$ cat config.mk
export PLATFORM = sky130hd
export DESIGN_NAME = ex_mem_req_unit
export DESIGN_NICKNAME = d
export VERILOG_FILES = /design/src/rtl/ex_mem_req_unit_pkg.sv /design/src/rtl/ex_mem_req_unit_lane_align.sv /design/src/rtl/ex_mem_req_unit.sv
export SDC_FILE = /design/constraint.sdc
export NUM_CORES = 1
export LEC_CHECK = 0
export CORE_MARGIN = 3
export CORE_UTILIZATION = 41
export CTS_BUF_LIST = sky130_fd_sc_hd__clkbuf_4
export CTS_CLUSTER_DIAMETER = 40
export CTS_CLUSTER_SIZE = 20
export DETAILED_ROUTE_END_ITERATION = 16
export GPL_ROUTABILITY_DRIVEN = 0
export MAX_ROUTING_LAYER = met4
export PLACE_DENSITY = 0.8
export RECOVER_POWER = 25
export SETUP_SLACK_MARGIN = 0.5
export SLEW_MARGIN = 20
export SYNTH_ARGS = -nofsm -noshare
export SYNTH_HDL_FRONTEND = slang
export SYNTH_SLANG_ARGS = --single-unit
export TNS_END_PERCENT = 100
$ cat constraint.sdc
create_clock -name clk -period 2.34 [get_ports clk]
set_input_delay 0.468 -clock clk [delete_from_list [all_inputs] [get_ports clk]]
set_output_delay 0.468 -clock clk [all_outputs]
set_load 0.1 [all_outputs]
$ cat src/rtl/ex_mem_req_unit_pkg.sv
// Shared definitions for the EX-stage memory request engine and its lane-alignment helper.
`ifndef EX_ME_RESP_BUS_W
`define EX_ME_RESP_BUS_W(dw) ((dw) + 1)
`endif

package ex_mem_req_unit_pkg;

    localparam logic [1:0] MEM_SIZE_B = 2'd0;
    localparam logic [1:0] MEM_SIZE_H = 2'd1;
    localparam logic [1:0] MEM_SIZE_W = 2'd2;
    localparam logic [1:0] MEM_SIZE_D = 2'd3;

    typedef enum logic [1:0] {
        ST_IDLE = 2'd0,
        ST_REQ  = 2'd1,
        ST_DONE = 2'd2
    } state_e;

    // Unshifted byte-enable pattern for an access of the given size.
    function automatic logic [7:0] size_base_strb(input logic [1:0] size);
        case (size)
            MEM_SIZE_B: size_base_strb = 8'h01;
            MEM_SIZE_H: size_base_strb = 8'h03;
            MEM_SIZE_W: size_base_strb = 8'h0F;
            default:    size_base_strb = 8'hFF;
        endcase
    endfunction

endpackage

$ cat src/rtl/ex_mem_req_unit_lane_align.sv
// Byte-lane alignment: size + low address bits -> shifted strobes/data and misalignment flag.
// Purely combinational; the ME load-extract path instantiates it as well.
module mem_lane_align
    import ex_mem_req_unit_pkg::*;
#(
    parameter int DATA_W = 32
) (
    input  logic [1:0]          size,
    input  logic [2:0]          addr_lo,
    input  logic [DATA_W-1:0]   wdata_in,
    output logic [DATA_W/8-1:0] wstrb,
    output logic [DATA_W-1:0]   wdata,
    output logic                misaligned
);
    localparam int STRB_W = DATA_W / 8;
    localparam int OFF_W  = $clog2(STRB_W);

    logic [OFF_W-1:0] off;
    logic [7:0]       base8;

    assign off   = addr_lo[OFF_W-1:0];
    assign base8 = size_base_strb(size);
    assign wstrb = STRB_W'(base8) << off;
    assign wdata = wdata_in << {off, 3'b000};

    always_comb begin
        misaligned = 1'b0;
        case (size)
            MEM_SIZE_H: misaligned = addr_lo[0];
            MEM_SIZE_W: misaligned = |addr_lo[1:0];
            MEM_SIZE_D: misaligned = |addr_lo[2:0];
            default:    misaligned = 1'b0;
        endcase
    end

endmodule

$ cat src/rtl/ex_mem_req_unit.sv
// EX-stage data-memory request engine: req/addr_ok/data_ok handshake, outstanding tracking,
// and silent discard of responses that belong to flushed instructions.
module ex_mem_req_unit
    import ex_mem_req_unit_pkg::*;
#(
    parameter int DATA_W    = 32,
    parameter int ADDR_W    = 32,
    parameter int MAX_OUTST = 2,
    parameter int CNT_W     = 3
) (
    input  logic                clk,
    input  logic                reset,
    input  logic                flush,
    input  logic                ex_valid,
    input  logic                ex_mem_rd,
    input  logic                ex_mem_wr,
    input  logic [1:0]          ex_size,
    input  logic [ADDR_W-1:0]   ex_addr,
    input  logic [DATA_W-1:0]   ex_wdata,
    output logic                ex_ready_go,
    output logic                ex_ale,
    output logic                req,
    output logic                req_wr,
    output logic [1:0]          req_size,
    output logic [DATA_W/8-1:0] req_wstrb,
    output logic [ADDR_W-1:0]   req_addr,
    output logic [DATA_W-1:0]   req_wdata,
    input  logic                addr_ok,
    input  logic                data_ok,
    input  logic [DATA_W-1:0]   rdata,
    output logic                resp_valid,
    output logic [DATA_W-1:0]   resp_data,
    output logic                outst_full
);
    localparam int               STRB_W  = DATA_W / 8;
    localparam logic [CNT_W-1:0] MAX_CNT = CNT_W'(MAX_OUTST);
    localparam logic [CNT_W-1:0] CNT_ONE = CNT_W'(1);

    state_e              state, state_nxt;
    logic [CNT_W-1:0]    outst_cnt, outst_nxt;
    logic [CNT_W-1:0]    cancel_cnt, cancel_nxt;
    logic                kill_pend, kill_nxt;
    logic                hold_wr;
    logic [1:0]          hold_size;
    logic [STRB_W-1:0]   hold_wstrb;
    logic [ADDR_W-1:0]   hold_addr;
    logic [DATA_W-1:0]   hold_wdata;

    logic [STRB_W-1:0]   lane_wstrb;
    logic [DATA_W-1:0]   lane_wdata;
    logic                misaligned;
    logic                mem_op;
    logic                issue;
    logic                accept;
    logic                cancel_hit;

    mem_lane_align #(.DATA_W(DATA_W)) u_lane_align (
        .size       (ex_size),
        .addr_lo    (ex_addr[2:0]),
        .wdata_in   (ex_wdata),
        .wstrb      (lane_wstrb),
        .wdata      (lane_wdata),
        .misaligned (misaligned)
    );

    assign mem_op     = ex_valid & (ex_mem_rd | ex_mem_wr);
    assign ex_ale     = mem_op & misaligned & ~flush;
    assign issue      = mem_op & ~misaligned & ~flush & (state == ST_IDLE)
                      & ((outst_cnt < MAX_CNT) | data_ok);
    assign req        = (state == ST_REQ);
    assign accept     = req & addr_ok;
    assign cancel_hit = data_ok & (cancel_cnt != '0);

    assign ex_ready_go = ~mem_op | ex_ale | (state == ST_DONE) | flush;
    assign resp_valid  = data_ok & (cancel_cnt == '0);
    assign resp_data   = rdata;
    assign outst_full  = (outst_cnt == MAX_CNT);

    assign req_wr    = hold_wr;
    assign req_size  = hold_size;
    assign req_wstrb = hold_wstrb;
    assign req_addr  = hold_addr;
    assign req_wdata = hold_wdata;

    always_comb begin
        state_nxt  = state;
        kill_nxt   = kill_pend;
        outst_nxt  = outst_cnt;
        cancel_nxt = cancel_cnt;

        if (accept && !data_ok)
            outst_nxt = outst_cnt + CNT_ONE;
        else if (!accept && data_ok)
            outst_nxt = outst_cnt - CNT_ONE;
        if (cancel_hit)
            cancel_nxt = cancel_cnt - CNT_ONE;

        case (state)
            ST_IDLE: begin
                if (issue) begin
                    state_nxt = ST_REQ;
                    kill_nxt  = 1'b0;
                end
            end
            // A request already on the bus cannot be withdrawn; a flush only marks it for discard.
            ST_REQ: begin
                if (accept) begin
                    kill_nxt = 1'b0;
                    if (kill_pend || flush) begin
                        state_nxt  = ST_IDLE;
                        cancel_nxt = cancel_nxt + CNT_ONE;
                    end else begin
                        state_nxt = ST_DONE;
                    end
                end else if (flush) begin
                    kill_nxt = 1'b1;
                end
            end
            ST_DONE: state_nxt = ST_IDLE;
            default: state_nxt = ST_IDLE;
        endcase

        // Every request still in flight belongs to a flushed instruction.
        if (flush && state != ST_REQ) begin
            cancel_nxt = outst_nxt;
            state_nxt  = ST_IDLE;
        end
    end

    always_ff @(posedge clk) begin
        if (reset) begin
            state      <= ST_IDLE;
            outst_cnt  <= '0;
            cancel_cnt <= '0;
            kill_pend  <= 1'b0;
            hold_wr    <= 1'b0;
            hold_size  <= '0;
            hold_wstrb <= '0;
            hold_addr  <= '0;
            hold_wdata <= '0;
        end else begin
            state      <= state_nxt;
            outst_cnt  <= outst_nxt;
            cancel_cnt <= cancel_nxt;
            kill_pend  <= kill_nxt;
            if (issue) begin
                hold_wr    <= ex_mem_wr;
                hold_size  <= ex_size;
                hold_wstrb <= ex_mem_wr ? lane_wstrb : '0;
                hold_addr  <= ex_addr;
                hold_wdata <= lane_wdata;
            end
        end
    end

    always_ff @(posedge clk) begin
        if (!reset) begin
            assert (outst_cnt <= MAX_CNT);
            assert (cancel_cnt <= outst_cnt);
            assert (!(data_ok && outst_cnt == '0));
        end
    end

endmodule

======== Word level (Yosys, flattened, before mapping) ========
Cells that the tools add are included.
operators by class
  div/mod/pow operators ................... 0
  bitwise logic cells ..................... 18
  shift operators ......................... 2
  add/sub/neg operators ................... 4
  magnitude comparators ................... 1
  multiplexer cells ....................... 18
  equal/unequal tests ..................... 10
  $mul .................................... 0
  reductions and logical operators ........ 16
operator list
  kind                                                                     number
  32-bit by 5-bit left shift with 32-bit output                            1
  3-bit two-way mux                                                        7
  4-bit one-hot mux with 3 select lines                                    1
  1-bit AND                                                                10
  3-bit by 1-bit adder with 3-bit output, second input constant            2
  2-bit == test, second input constant                                     3
  2-bit two-way mux                                                        3
  3-bit by 1-bit subtractor with 3-bit output, second input constant       2
  1-bit bitwise OR                                                         5
  2-bit by 1-bit == test with 1-bit output, second input constant          2
  2-bit logical NOT                                                        2
  4-bit two-way mux                                                        1
  2-bit by 1-bit inequality test with 1-bit output, second input constant  2
  2-bit one-hot mux with 2 select lines                                    1
  2-bit OR reduction                                                       2
  4-bit by 2-bit left shift with 4-bit output                              1
  3-bit by 2-bit == test with 1-bit output, second input constant          1
  1-bit logical AND                                                        3
  3-bit logical NOT                                                        1
  3-bit by 2-bit < comparator with 1-bit output, second input constant     1
  1-bit two-way mux                                                        3
  3-bit by 2-bit inequality test with 1-bit output, second input constant  1
  1-bit NOT                                                                3
  1-bit one-hot mux with 3 select lines                                    1
  9 further kinds                                                          10
word-level totals
  logic and storage cells ................. 78
  memory bits (writable) .................. 0
  memory bits (read-only) ................. 0
  latch bits .............................. 0
  register bits after elaboration ......... 80
  memories ................................ 0
  bits of input ports ..................... 106
  output and inout port bits .............. 108

======== Logic depth before layout (Yosys ltp) ========
Gate-level depths: netlist of run 1.
  word-level depth ........................ 9
  depth in mapped cells ................... 9
  gate-level depth less buffers ........... 9

======== Hierarchy ========
Synthesis of run 1 repeated with hierarchy kept, for this count alone.
unflattened totals
  cells, all modules ...................... 498
  area, all modules ....................... 4008.8 µm²
by module, submodules not included
  module           area each (µm²)  cells each  sequential area each (µm²)  instances
  ex_mem_req_unit  3389.5           420         1601.5                      1
  mem_lane_align   619.3            78          0.0                         1

======== Worst setup path after synthesis of run 1 ========
OpenSTA, ideal clock, no wires.
  path kind ............................... register to output
  start point ............................. reg state[1]
  end point ............................... out ex_ready_go
  cell stages (with the launch flop) ...... 3
  arrival time ............................ 2.467 ns
  path slack .............................. -0.595 ns
  cells stage by stage .................... dfxtp_1 inv_1 o21ai_0
between the ends
  word-level cells in the longest chain between the ends .. 3
RTL lines
  element                         line                    text
  start, declared                 ex_mem_req_unit.sv:39   state_e state, state_nxt;
  start signal, assigned          ex_mem_req_unit.sv:142  state <= state_nxt;
  2-bit == test                   ex_mem_req_unit.sv:74   assign ex_ready_go = ~mem_op | ex_ale | (state == ST_DONE) | flush;
  1-bit bitwise OR (2 in series)  ex_mem_req_unit.sv:74
  end, declared                   ex_mem_req_unit.sv:20   output logic ex_ready_go,
No other way between the ends.

======== Worst setup path after layout of run 1 ========
  start point ............................. reg cancel_cnt[0]
  end point ............................... out resp_valid
between the ends
  word-level cells in the longest chain between the ends .. 2
RTL lines
  element                 line                    text
  start, declared         ex_mem_req_unit.sv:41   logic [CNT_W-1:0] cancel_cnt, cancel_nxt;
  start signal, assigned  ex_mem_req_unit.sv:144  cancel_cnt <= cancel_nxt;
  3-bit logical NOT       ex_mem_req_unit.sv:75   assign resp_valid = data_ok & (cancel_cnt == '0);
  1-bit AND               ex_mem_req_unit.sv:75
  end, declared           ex_mem_req_unit.sv:31   output logic resp_valid,
No other way between the ends.

==> flow_summary.json, run 1 <==
{
  "status": "finished, final reports clean",
  "ys_warn_count": 0,
  "hold_path.startpoint": "ex_addr[2]",
  "p_leak_nw": 2.26,
  "wl_mm": 13.5,
  "cts_tree": "yes",
  "area_delta_synth_final_pct": 39.3,
  "port_buffers": 149,
  "critPathMaxStageDelay_ns": 0.33,
  "synthTopCellsByCount": "dfxtp_1, a21oi_1, o21ai_0",
  "fillers": 830,
  "start_util_pct": 43.3,
  "met3_usage_pct": 4.74,
  "required_ns": 1.87,
  "yosysMostFrequentCell": "dfxtp_1",
  "min_path_type": "input pin to register",
  "die_area_sq_mm": 0.0112,
  "use_met1_pct": 28.8,
  "critPathMaxFanout": 4,
  "ys_top_cells_by_area": "dfxtp_1, a21oi_1, o21ai_0, buf_4, mux2i_1",
  "clk_path_buf_depth": 2,
  "fin_crit_ns": 1.82,
  "die_h_microns": 106,
  "firstDrtPassIters": 5,
  "num_rows": 35,
  "rsz0062_at_grt": "true",
  "tightestPinTransition_ns": 0.845,
  "syn_avg_cell_area_sq_um": 8.02,
  "vias_per_cell": 5.64,
  "final_layout_size_suffix_gt1_share_pct": 26.2,
  "diodes": 0,
  "synth-async-reset-ratio_pct": 0,
  "synth_area_sq_mm": 0.00410,
  "synth_top_cell_by_area": "dfxtp_1",
  "synth_flop_cell": "dfxtp_1",
  "cts_buffers": 9,
  "setup_tns_ns": 0,
  "cts.clk_slew.worst_paths_ns": 0.13,
  "r2r_cells": 9,
  "synth_cells": 511,
  "htreeDepth": 3,
  "vdd_ir_drop_max_mv": 0.295,
  "cts_hold_buf": 0,
  "grt_pass1_vias": 4146,
  "setup_violations": 0,
  "min_to": "req_addr[2]",
  "period_share_pct": 78.0,
  "yosysUniqueCellTypes": 43,
  "wl_per_cell_microns": 17.8,
  "skew_ns": 0.0251,
  "reg2reg_from": "cancel_cnt[0]",
  "synth_edf_count": 0,
  "cts_root_buf": "clkbuf_4",
  "cap_violations": 0,
  "grt_use_met2_pct": 38.8,
  "cp-end-kind": "output port",
  "ys_seq_area_share_pct": 39.1,
  "cp_data_arrival_time_ns": 1.36,
  "ant_nets": 0,
  "slew_headroom_pct": 43.3,
  "drc": 0,
  "grt_antenna_before_repair": 0,
  "grt-ovfl-total": 0,
  "boundaryPins": 214,
  "clkSinkCount": 80,
  "dp_hpwl_mm": 9.67,
  "top_usage_layer": "met2",
  "crit_start": "cancel_cnt[0]",
  "clock.fmax_mhz": 548,
  "r2r_slack_ns": 0.53,
  "drtIter0Drc": 376,
  "grt_pass1_wl_mm": 21.1,
  "grt_util_all_layers_pct": 23.9,
  "setup.worst_path.class": "register to output port",
  "final_nets": 737,
  "power_w": 0.00346,
  "vias": 4278,
  "grt_max_degree": 62,
  "die_width_microns": 106,
  "ys_ff_latch": 80,
  "cp_cell_sequence": "inv_2 -> ha_4 -> nand2b_4 -> nor2_4 -> buf_12",
  "yosysTopAreaCellShare_pct": 39.1,
  "power_density_mw_per_mm2": 606,
  "worstHoldPathCells": 3,
  "reg2reg_to": "cancel_cnt[2]",
  "core_area_sq_mm": 0.00946,
  "final_area_sq_mm": 0.00571,
  "syn-num-nets": 623,
  "slowest_stage": "dfxtp_1",
  "hold_violations": 0,
  "place_area_sq_mm": 0.00538,
  "insertion_delay_ns": 0.46,
  "drv_slew": 0,
  "startpoint_type": "register"
}
[logic make-up (layout without fill, tap and decap cells)]
group | count (synthesis) | count (layout) | share of synthesized area, %
AO/OA/AOI/OAI | 172 | 172 | 24.1
AND/OR/NAND/NOR | 137 | 137 | 17.2
buffers and inverters | 91 | 210 | 11.8
flip-flops | 80 | 80 | 39.1
multiplexers | 20 | 20 | 4.92
adder cells (fa/ha/maj) | 6 | 6 | 1.83
XOR/XNOR | 5 | 5 | 1.07
[routing by layer]
layer	wire, microns	up-vias	share of wire [%]
met1	5360	2009	40
met3	998	45	7.4
met5	0	-	0
met4	472	0	3.5
met2	6650	206	49
li1	-	2018	-
[worst max-delay path by stage]
stage                    endpoint  slack (ns)
global route        cancel_cnt[2]        0.43
detailed placement  req_wdata[12]       0.002
floorplan             ex_ready_go        0.12
finish                 resp_valid        0.52
CTS                   ex_ready_go        0.45
global placement    req_wdata[14]        0.08
[state kept, by name (all words and copies together) (netlist names)]
name and cells:
state 2, cancel_cnt 3, kill_pend 1, req_size 2, req_addr 32, req_wdata 32
req_wr 1, req_wstrb 4, outst_cnt 3
[critical path, delay by kind of cell (launching register included)]
family | cells | cell delay (ns)
buffers and inverters | 2 | 0.26
flip-flops | 1 | 0.33
adder cells (fa/ha/maj) | 1 | 0.16
AND/OR/NAND/NOR | 2 | 0.18
[placed cells by master (no fill, tap or decap), types with 3 or more instances in the layout]
cell             count
nor2b_1             10
nand2b_1             3
xnor2_1              4
a21oi_1             73
nand2_1             25
nand4_1             16
buf_2                4
dfxtp_1             76
a211o_1              9
inv_2                5
o21ai_1              3
nor3_1               4
clkdlybuf4s50_1     61
a211oi_1            12
buf_12               8
dfxtp_2              3
ha_1                 3
nand3_1             37
o21ai_4              3
buf_4               91
inv_1                5
nor2_1              20
or4_1                8
clkbuf_2            15
clkbuf_4             9
o21ai_0             61
mux2i_1             19
[power by group]
| group | switching [W] | internal [W] | total [W] |
|---|---|---|---|
| registers | 0.0000327 | 0.00141 | 0.00144 |
| logic | 0.000647 | 0.000366 | 0.00101 |
| clock network | 0.000548 | 0.000457 | 0.00100 |
[area by class of cell]
cell class              instances  area [sq um]  share of cell area [%]
flip-flops and latches         80          1610                    28.2
repair buffers                184          1600                    28.0
clock buffers                   9          67.6                    1.18
inverters                      10          37.5                   0.658
multi-input cells             340          2120                    37.2
clock inverters                 7           109                    1.91
well taps                     129           161                    2.83
[stage by stage]
step / utilization, % / hold slack [ns] / instances / setup WS [ns]
floorplan: - / 0.423 / 511 / 0.117
detailed placement: 56.9 / 0.456 / 730 / 0.00244
global route: 60.3 / 0.320 / 759 / 0.428
CTS: 60.2 / 0.388 / 753 / 0.453
global placement: 56.9 / 0.444 / 730 / 0.0783
finish: 60.3 / 0.311 / 759 / 0.516
[timing repair]
| item | 4_1_cts | 5_1_grt |
|---|---|---|
| setup endpoints to repair | 10 | 7 |
| buffers inserted | 7 | 6 |
| pin swaps | 7 | 10 |
| gates resized for setup | 44 | 17 |
Power figures use the tool's default switching activity.
==> run 2, diff against run 1 <==
clock period = 1.75 ns   (was 2.34 ns; I/O delays follow)
==> run 2 against run 1 <==
Compared with the run above: the flow now stops in global routing (5_1_grt); synthesized area did not move; synthesized cell count did not move.
==> flow_summary.json, run 2 <==
{
  "yosysUniqueCellTypes": 43,
  "yosysTopAreaCellShare_pct": 39.1,
  "syn_avg_cell_area_sq_um": 8.02,
  "clkSinkCount": 80,
  "grt-ovfl-total": 271,
  "grt_util_all_layers_pct": 83.2,
  "synth_cells": 511,
  "ys_ff_latch": 80,
  "firstError": "[ERROR GRT-0232] Routing congestion too high. Check the congestion heatmap in the GUI.",
  "boundaryPins": 214,
  "status": "did not finish",
  "ys_warn_count": 0,
  "port_buffers": 149,
  "worst_endpoint_kind": "primary output",
  "ys_seq_area_share_pct": 39.1,
  "pre_cts_slack_ns": -0.354,
  "grt_antenna_before_repair": 5,
  "die_width_microns": 106,
  "yosysMostFrequentCell": "dfxtp_1",
  "cts_buffers": 9,
  "synth_top_cell_by_area": "dfxtp_1",
  "ys_top_cells_by_area": "dfxtp_1, a21oi_1, o21ai_0, buf_4, mux2i_1",
  "synthTopCellsByCount": "dfxtp_1, a21oi_1, o21ai_0",
  "synth_edf_count": 0,
  "grt_max_degree": 34,
  "syn-num-nets": 623,
  "htreeDepth": 3,
  "synth-async-reset-ratio_pct": 0,
  "start_util_pct": 43.3,
  "num_rows": 35,
  "synth_area_sq_mm": 0.00410,
  "die_h_microns": 106,
  "dp_hpwl_mm": 10.9,
  "cts_root_buf": "clkbuf_4",
  "cts_hold_buf": 0,
  "stop_stage": "global routing (5_1_grt)",
  "clk_path_buf_depth": 2,
  "synth_flop_cell": "dfxtp_1",
  "postGrtWorstEndpoint": "resp_valid"
}
[run 2: logic make-up after synthesis]
group	after synthesis	synth area share, %
DFF	80	39.1
AOI/OAI and AO/OA	172	24.1
buffers and inverters	91	11.8
and+or+nand+nor	137	17.2
xor gates and xnor gates	5	1.07
muxes	20	4.92
adders and majority gates	6	1.83
[run 2: per-stage QoR]
step,hold WS [ns],setup TNS [ns],util (%),cell area [sq um],cells
after CTS,0.147,-0.154,89.4,8460,851
after floorplan,0.415,0,-,4520,511
after detailed placement,0.447,-22.40,72.2,6830,758
after global placement,0.429,-17.38,72.2,6830,758
[run 2: repair_timing]
action / 4_1_cts
gates cloned: 11
gates resized for setup: 234
buffers inserted: 66
setup endpoints to repair: 154
pin swaps: 100
[run 2: metal layers]
layer  overflow  global-route usage [%]
met2        156                     100
met5          -                       -
met4        115                    95.4
met1          0                    79.5
met3          0                    58.6
==> run 3, diff against run 2 <==
CORE_UTILIZATION = 40   (was 41)
CTS_BUF_LIST = default   (was sky130_fd_sc_hd__clkbuf_4)
CTS_CLUSTER_DIAMETER = default   (was 40)
CTS_CLUSTER_SIZE = default   (was 20)
MAX_ROUTING_LAYER = default   (was met4)
PLACE_DENSITY = default   (was 0.8)
PLACE_DENSITY_LB_ADDON = 0.15   (was default)
SETUP_SLACK_MARGIN = default   (was 0.5)
==> run 3 against run 2 <==
Compared with the run above: the flow now finishes, with violations (setup timing).
==> flow_summary.json, run 3 (synthesized netlist as in run 1, its figures left out) <==
{
  "die_width_microns": 107,
  "grt_max_degree": 41,
  "clock.fmax_mhz": 569,
  "ant_nets": 0,
  "layout_common_cells": "dfxtp_1, a21oi_1, buf_12",
  "grt_pass1_wl_mm": 20.5,
  "start_util_pct": 41.5,
  "status": "finished with violations",
  "multi_input_area_sq_mm": 0.00214,
  "min_path_type": "input pin to register",
  "grt_pass1_vias": 4092,
  "final_nets": 754,
  "area_delta_synth_final_pct": 63.8,
  "wl_per_cell_microns": 17.0,
  "critPathMaxStageDelay_ns": 0.34,
  "cp_top_family": "simple AND/OR/NAND/NOR gates",
  "die_area_sq_mm": 0.0115,
  "setup.worst_path.class": "register to register",
  "boundaryPins": 214,
  "port_buffers": 149,
  "fin_crit_ns": 1.76,
  "r2r_slack_ns": -0.007,
  "cts_tree": "yes",
  "hold_ws_ns": 0.294,
  "slowest_stage": "dfxtp_2",
  "tightestPinTransition_ns": 0.575,
  "period_share_pct": 100,
  "cp-end-kind": "register",
  "path_common_cell": "ha_4",
  "fin_cells": 780,
  "cts_hold_buf": 0,
  "core_area_sq_mm": 0.00986,
  "fillers": 773,
  "vias_per_cell": 5.48,
  "clk_path_buf_depth": 2,
  "clkSinkCount": 80,
  "cts_buffers": 9,
  "drv_slew": 0,
  "path_buf_inv": 1,
  "num_rows": 36,
  "cts_root_buf": "clkbuf_8",
  "p_leak_nw": 2.55,
  "startpoint_type": "register",
  "vdd_ir_drop_max_mv": 0.379,
  "required_ns": 2.02,
  "cap_violations": 0,
  "diodes": 0,
  "hold_violations": 0,
  "fin_ws_ns": -0.00665,
  "drtIter0Drc": 267,
  "dp_cells": 758,
  "power_density_mw_per_mm2": 735,
  "layout_commonest_cell": "dfxtp_1",
  "skew_ns": 0.00525,
  "vias": 4271,
  "slew_headroom_pct": 61.8,
  "grt_antenna_before_repair": 0,
  "cts.clk_slew.worst_paths_ns": 0.09,
  "grt_util_all_layers_pct": 22.2,
  "cp_cell_sequence": "inv_2 -> ha_4 -> nand2b_4 -> and3_4 -> or2_4 -> ha_4 -> nor3b_4 -> xor2_1 -> a211oi_1",
  "cp_data_arrival_time_ns": 2.03,
  "final_layout_size_suffix_gt1_share_pct": 27.5,
  "grt-ovfl-total": 0,
  "drc": 0,
  "dp_hpwl_mm": 9.82,
  "violations": "setup timing",
  "htreeDepth": 3,
  "critPathMaxFanout": 3,
  "regArea_sq_mm": 0.00161,
  "rsz0062_at_grt": "true",
  "firstDrtPassIters": 5,
  "setup_violations": 1,
  "die_h_microns": 107,
  "insertion_delay_ns": 0.35,
  "wl_mm": 13.3
}
run 3: worst register-to-register path, stage by stage, from the launching register on:
cell	delay, ns
dfxtp_2	0.34
inv_2	0.08
ha_4	0.15
nand2b_4	0.06
and3_4	0.17
or2_4	0.26
ha_4	0.16
nor3b_4	0.14
xor2_1	0.14
a211oi_1	0.18
run 3: area by class of cell:
type / count / area share [%]
Clock buffer: 10 / 2.05
Clock inverter: 6 / 1.12
Inverter: 10 / 0.559
Multi-Input combinational cell: 340 / 31.8
Sequential cell: 80 / 23.9
Tap cell: 133 / 2.48
Timing Repair Buffer: 201 / 38.0
run 3: through the flow:
| stage | utilization (%) | instance area, sq um | setup TNS (ns) | total power, W | setup slack (ns) |
|---|---|---|---|---|---|
| final | 68.1 | 6710 | -0.00665 | 0.00493 | -0.00665 |
| after global routing | 68.1 | 6710 | -0.129 | 0.00512 | -0.0749 |
| after CTS | 69.7 | 6880 | -0.00876 | 0.00496 | -0.00876 |
| after detailed placement | 66.7 | 6580 | -25.48 | 0.00348 | -0.416 |
| after global placement | 66.7 | 6580 | -21.96 | 0.00345 | -0.366 |
| after floorplan | - | 4140 | -0.237 | 0.00314 | -0.237 |
run 3: where the power goes:
group          internal [W]  switching (W)
clock              0.000721       0.000740
sequential          0.00188      0.0000605
combinational      0.000650       0.000879
run 3: per-layer routing:
| layer | part of all wire, % | vias up | global-route usage [%] |
|---|---|---|---|
| met3 | 7.3 | 30 | 4.33 |
| met5 | 0 | - | 0 |
| met2 | 48 | 171 | 37.2 |
| met4 | 2.4 | 0 | 7.76 |
| met1 | 42 | 2018 | 28.4 |
| li1 | - | 2052 | - |
run 3: repair_timing:
item                                   in CTS  in global routing
gates resized for setup                    26                  8
endpoints found under the hold margin       0                  0
pin swaps                                   7                  6
setup buffers                               5                  2
setup endpoints to repair                  24                  6
run 3: path summary, 6_finish.rpt:
kind | end | cells past startpoint | start
setup / recovery | cancel_cnt[2] | 9 | cancel_cnt[1]
hold / removal | req_size[1] | 3 | ex_size[1]
setup reg to reg | cancel_cnt[2] | 9 | cancel_cnt[1]
hold reg to reg | state[1] | 1 | kill_pend
==> run 4, diff against run 3 <==
CORE_UTILIZATION = 36   (was 40)
clock period = 1.55 ns   (was 1.75 ns; I/O delays follow)
==> run 4 against run 3 <==
Compared with the run above: largest cell class unchanged; critical endpoint unchanged; via count increased by 3.4%; the run still ends with setup timing left; utilization decreased by 3.3 points; final cell count increased by 4.1%.
==> flow_summary.json, run 4 (synthesized netlist as in run 1, its figures left out) <==
{
  "final_util_pct": 64.8,
  "hold_violations": 0,
  "wl_mm": 14.3,
  "reg2reg_from": "cancel_cnt[0]",
  "vdd_ir_drop_max_mv": 0.448,
  "dp_hpwl_mm": 10.1,
  "rsz0062_at_grt": "true",
  "num_rows": 38,
  "final_layout_size_suffix_gt1_share_pct": 32.6,
  "period_share_pct": 114,
  "ant_nets": 0,
  "final_nets": 779,
  "grt_pass1_vias": 4334,
  "status": "finished with violations",
  "fin_crit_ns": 1.76,
  "cts_root_buf": "clkbuf_16",
  "required_ns": 1.80,
  "critPathMaxFanout": 5,
  "drc": 0,
  "cap_violations": 0,
  "skew_ns": 0.00451,
  "startpoint_type": "register",
  "clock.fmax_mhz": 568,
  "min_path_type": "input pin to register",
  "cp_top_family": "simple AND/OR/NAND/NOR gates",
  "vias": 4417,
  "cts_tree": "yes",
  "start_util_pct": 37.3,
  "crit_start": "cancel_cnt[0]",
  "core_area_sq_mm": 0.0110,
  "htreeDepth": 3,
  "cts.clk_slew.worst_paths_ns": 0.06,
  "cp-end-kind": "register",
  "grt_util_all_layers_pct": 21.9,
  "hold_path.startpoint": "ex_addr[2]",
  "cp_data_arrival_time_ns": 2.01,
  "path_buf_inv": 1,
  "setup.worst_path.class": "register to register",
  "grt_max_degree": 39,
  "firstDrtPassIters": 5,
  "fin_ws_ns": -0.209,
  "wl_per_cell_microns": 17.6,
  "area_delta_synth_final_pct": 73.6,
  "path_common_cell": "ha_4",
  "layout_common_cells": "dfxtp_1, a21oi_1, buf_12",
  "clk_path_buf_depth": 2,
  "slew_headroom_pct": 49.0,
  "setup_violations": 3,
  "clkSinkCount": 80,
  "cts_buffers": 9,
  "p_leak_nw": 2.73,
  "power_w": 0.00635,
  "vias_per_cell": 5.44,
  "tightestPinTransition_ns": 0.760,
  "drtIter0Drc": 312,
  "diodes": 0,
  "port_buffers": 149,
  "cts_hold_buf": 0,
  "pre_cts_slack_ns": -0.601,
  "layout_commonest_cell": "dfxtp_1",
  "insertion_delay_ns": 0.33,
  "die_width_microns": 113,
  "critPathMaxStageDelay_ns": 0.30,
  "slowest_stage": "dfxtp_1",
  "grt_antenna_before_repair": 0,
  "boundaryPins": 214,
  "power_density_mw_per_mm2": 893,
  "die_h_microns": 113,
  "violations": "setup timing",
  "drv_slew": 0,
  "grt_pass1_wl_mm": 22.4,
  "grt-ovfl-total": 0,
  "place_area_sq_mm": 0.00672,
  "die_area_sq_mm": 0.0127,
  "final_area_sq_mm": 0.00711,
  "cp_cell_sequence": "inv_2 -> ha_4 -> nand2b_4 -> and3_4 -> or2_4 -> ha_4 -> nor3b_4 -> xor2_1 -> a211oi_2"
}
==> run 4: layout make-up <==
class | count | area, sq um
Timing Repair Buffer | 225 | 2760
Clock buffer | 11 | 243
Multi-Input combinational cell | 341 | 2210
Tap cell | 140 | 175
Fill cell | 912 | 3870
Inverter | 10 | 43.8
Sequential cell | 80 | 1610
Clock inverter | 5 | 80.1
==> run 4: what timing repair did <==
item	CTS	global route
setup buffers	9	6
resized for setup	49	11
gates cloned	3	1
setup endpoints to repair	79	20
pin swaps	8	4
==> run 4: metrics by stage <==
stage               hold WS (ns)  TNS (ns)  instances
detailed placement         0.459    -42.27        781
global placement           0.445    -38.20        781
global route               0.271    -0.684        812
CTS                        0.264    -0.474        808
finish                     0.272    -0.458        812
floorplan                  0.381    -0.336        511
==> run 4: layer usage <==
layer	up-vias	GRT usage (%)	wire length, microns
met4	0	9.54	365
li1	2113	-	-
met2	183	37.0	7020
met1	2084	27.1	5990
met5	-	0	0
met3	37	4.49	932
==> run 4: path summary, 6_finish.rpt <==
kind                        end  slack (ns)  depth (start not counted)
setup / recovery  cancel_cnt[2]       -0.21                          9
hold / removal      req_addr[2]        0.27                          3
setup reg to reg  cancel_cnt[2]       -0.21                          9
hold reg to reg     req_addr[0]        0.47                          2
==> run 4: worst register-to-register path: cells and delay by family, from the launching register on <==
| kind | cells | cell delay (ns) |
|---|---|---|
| AND/OR/NAND/NOR | 4 | 0.64 |
| adder cells (fa/ha/maj) | 2 | 0.31 |
| flip-flops | 1 | 0.30 |
| AO/OA/AOI/OAI | 1 | 0.20 |
| XOR/XNOR | 1 | 0.16 |
| buffers and inverters | 1 | 0.08 |
==> run 4: where the power goes <==
group	total [W]	internal, W	switching [W]
Sequential	0.00219	0.00213	0.0000641
Clock	0.00230	0.00145	0.000852
Combinational	0.00185	0.000809	0.00104
Total	0.00635	0.00439	0.00196
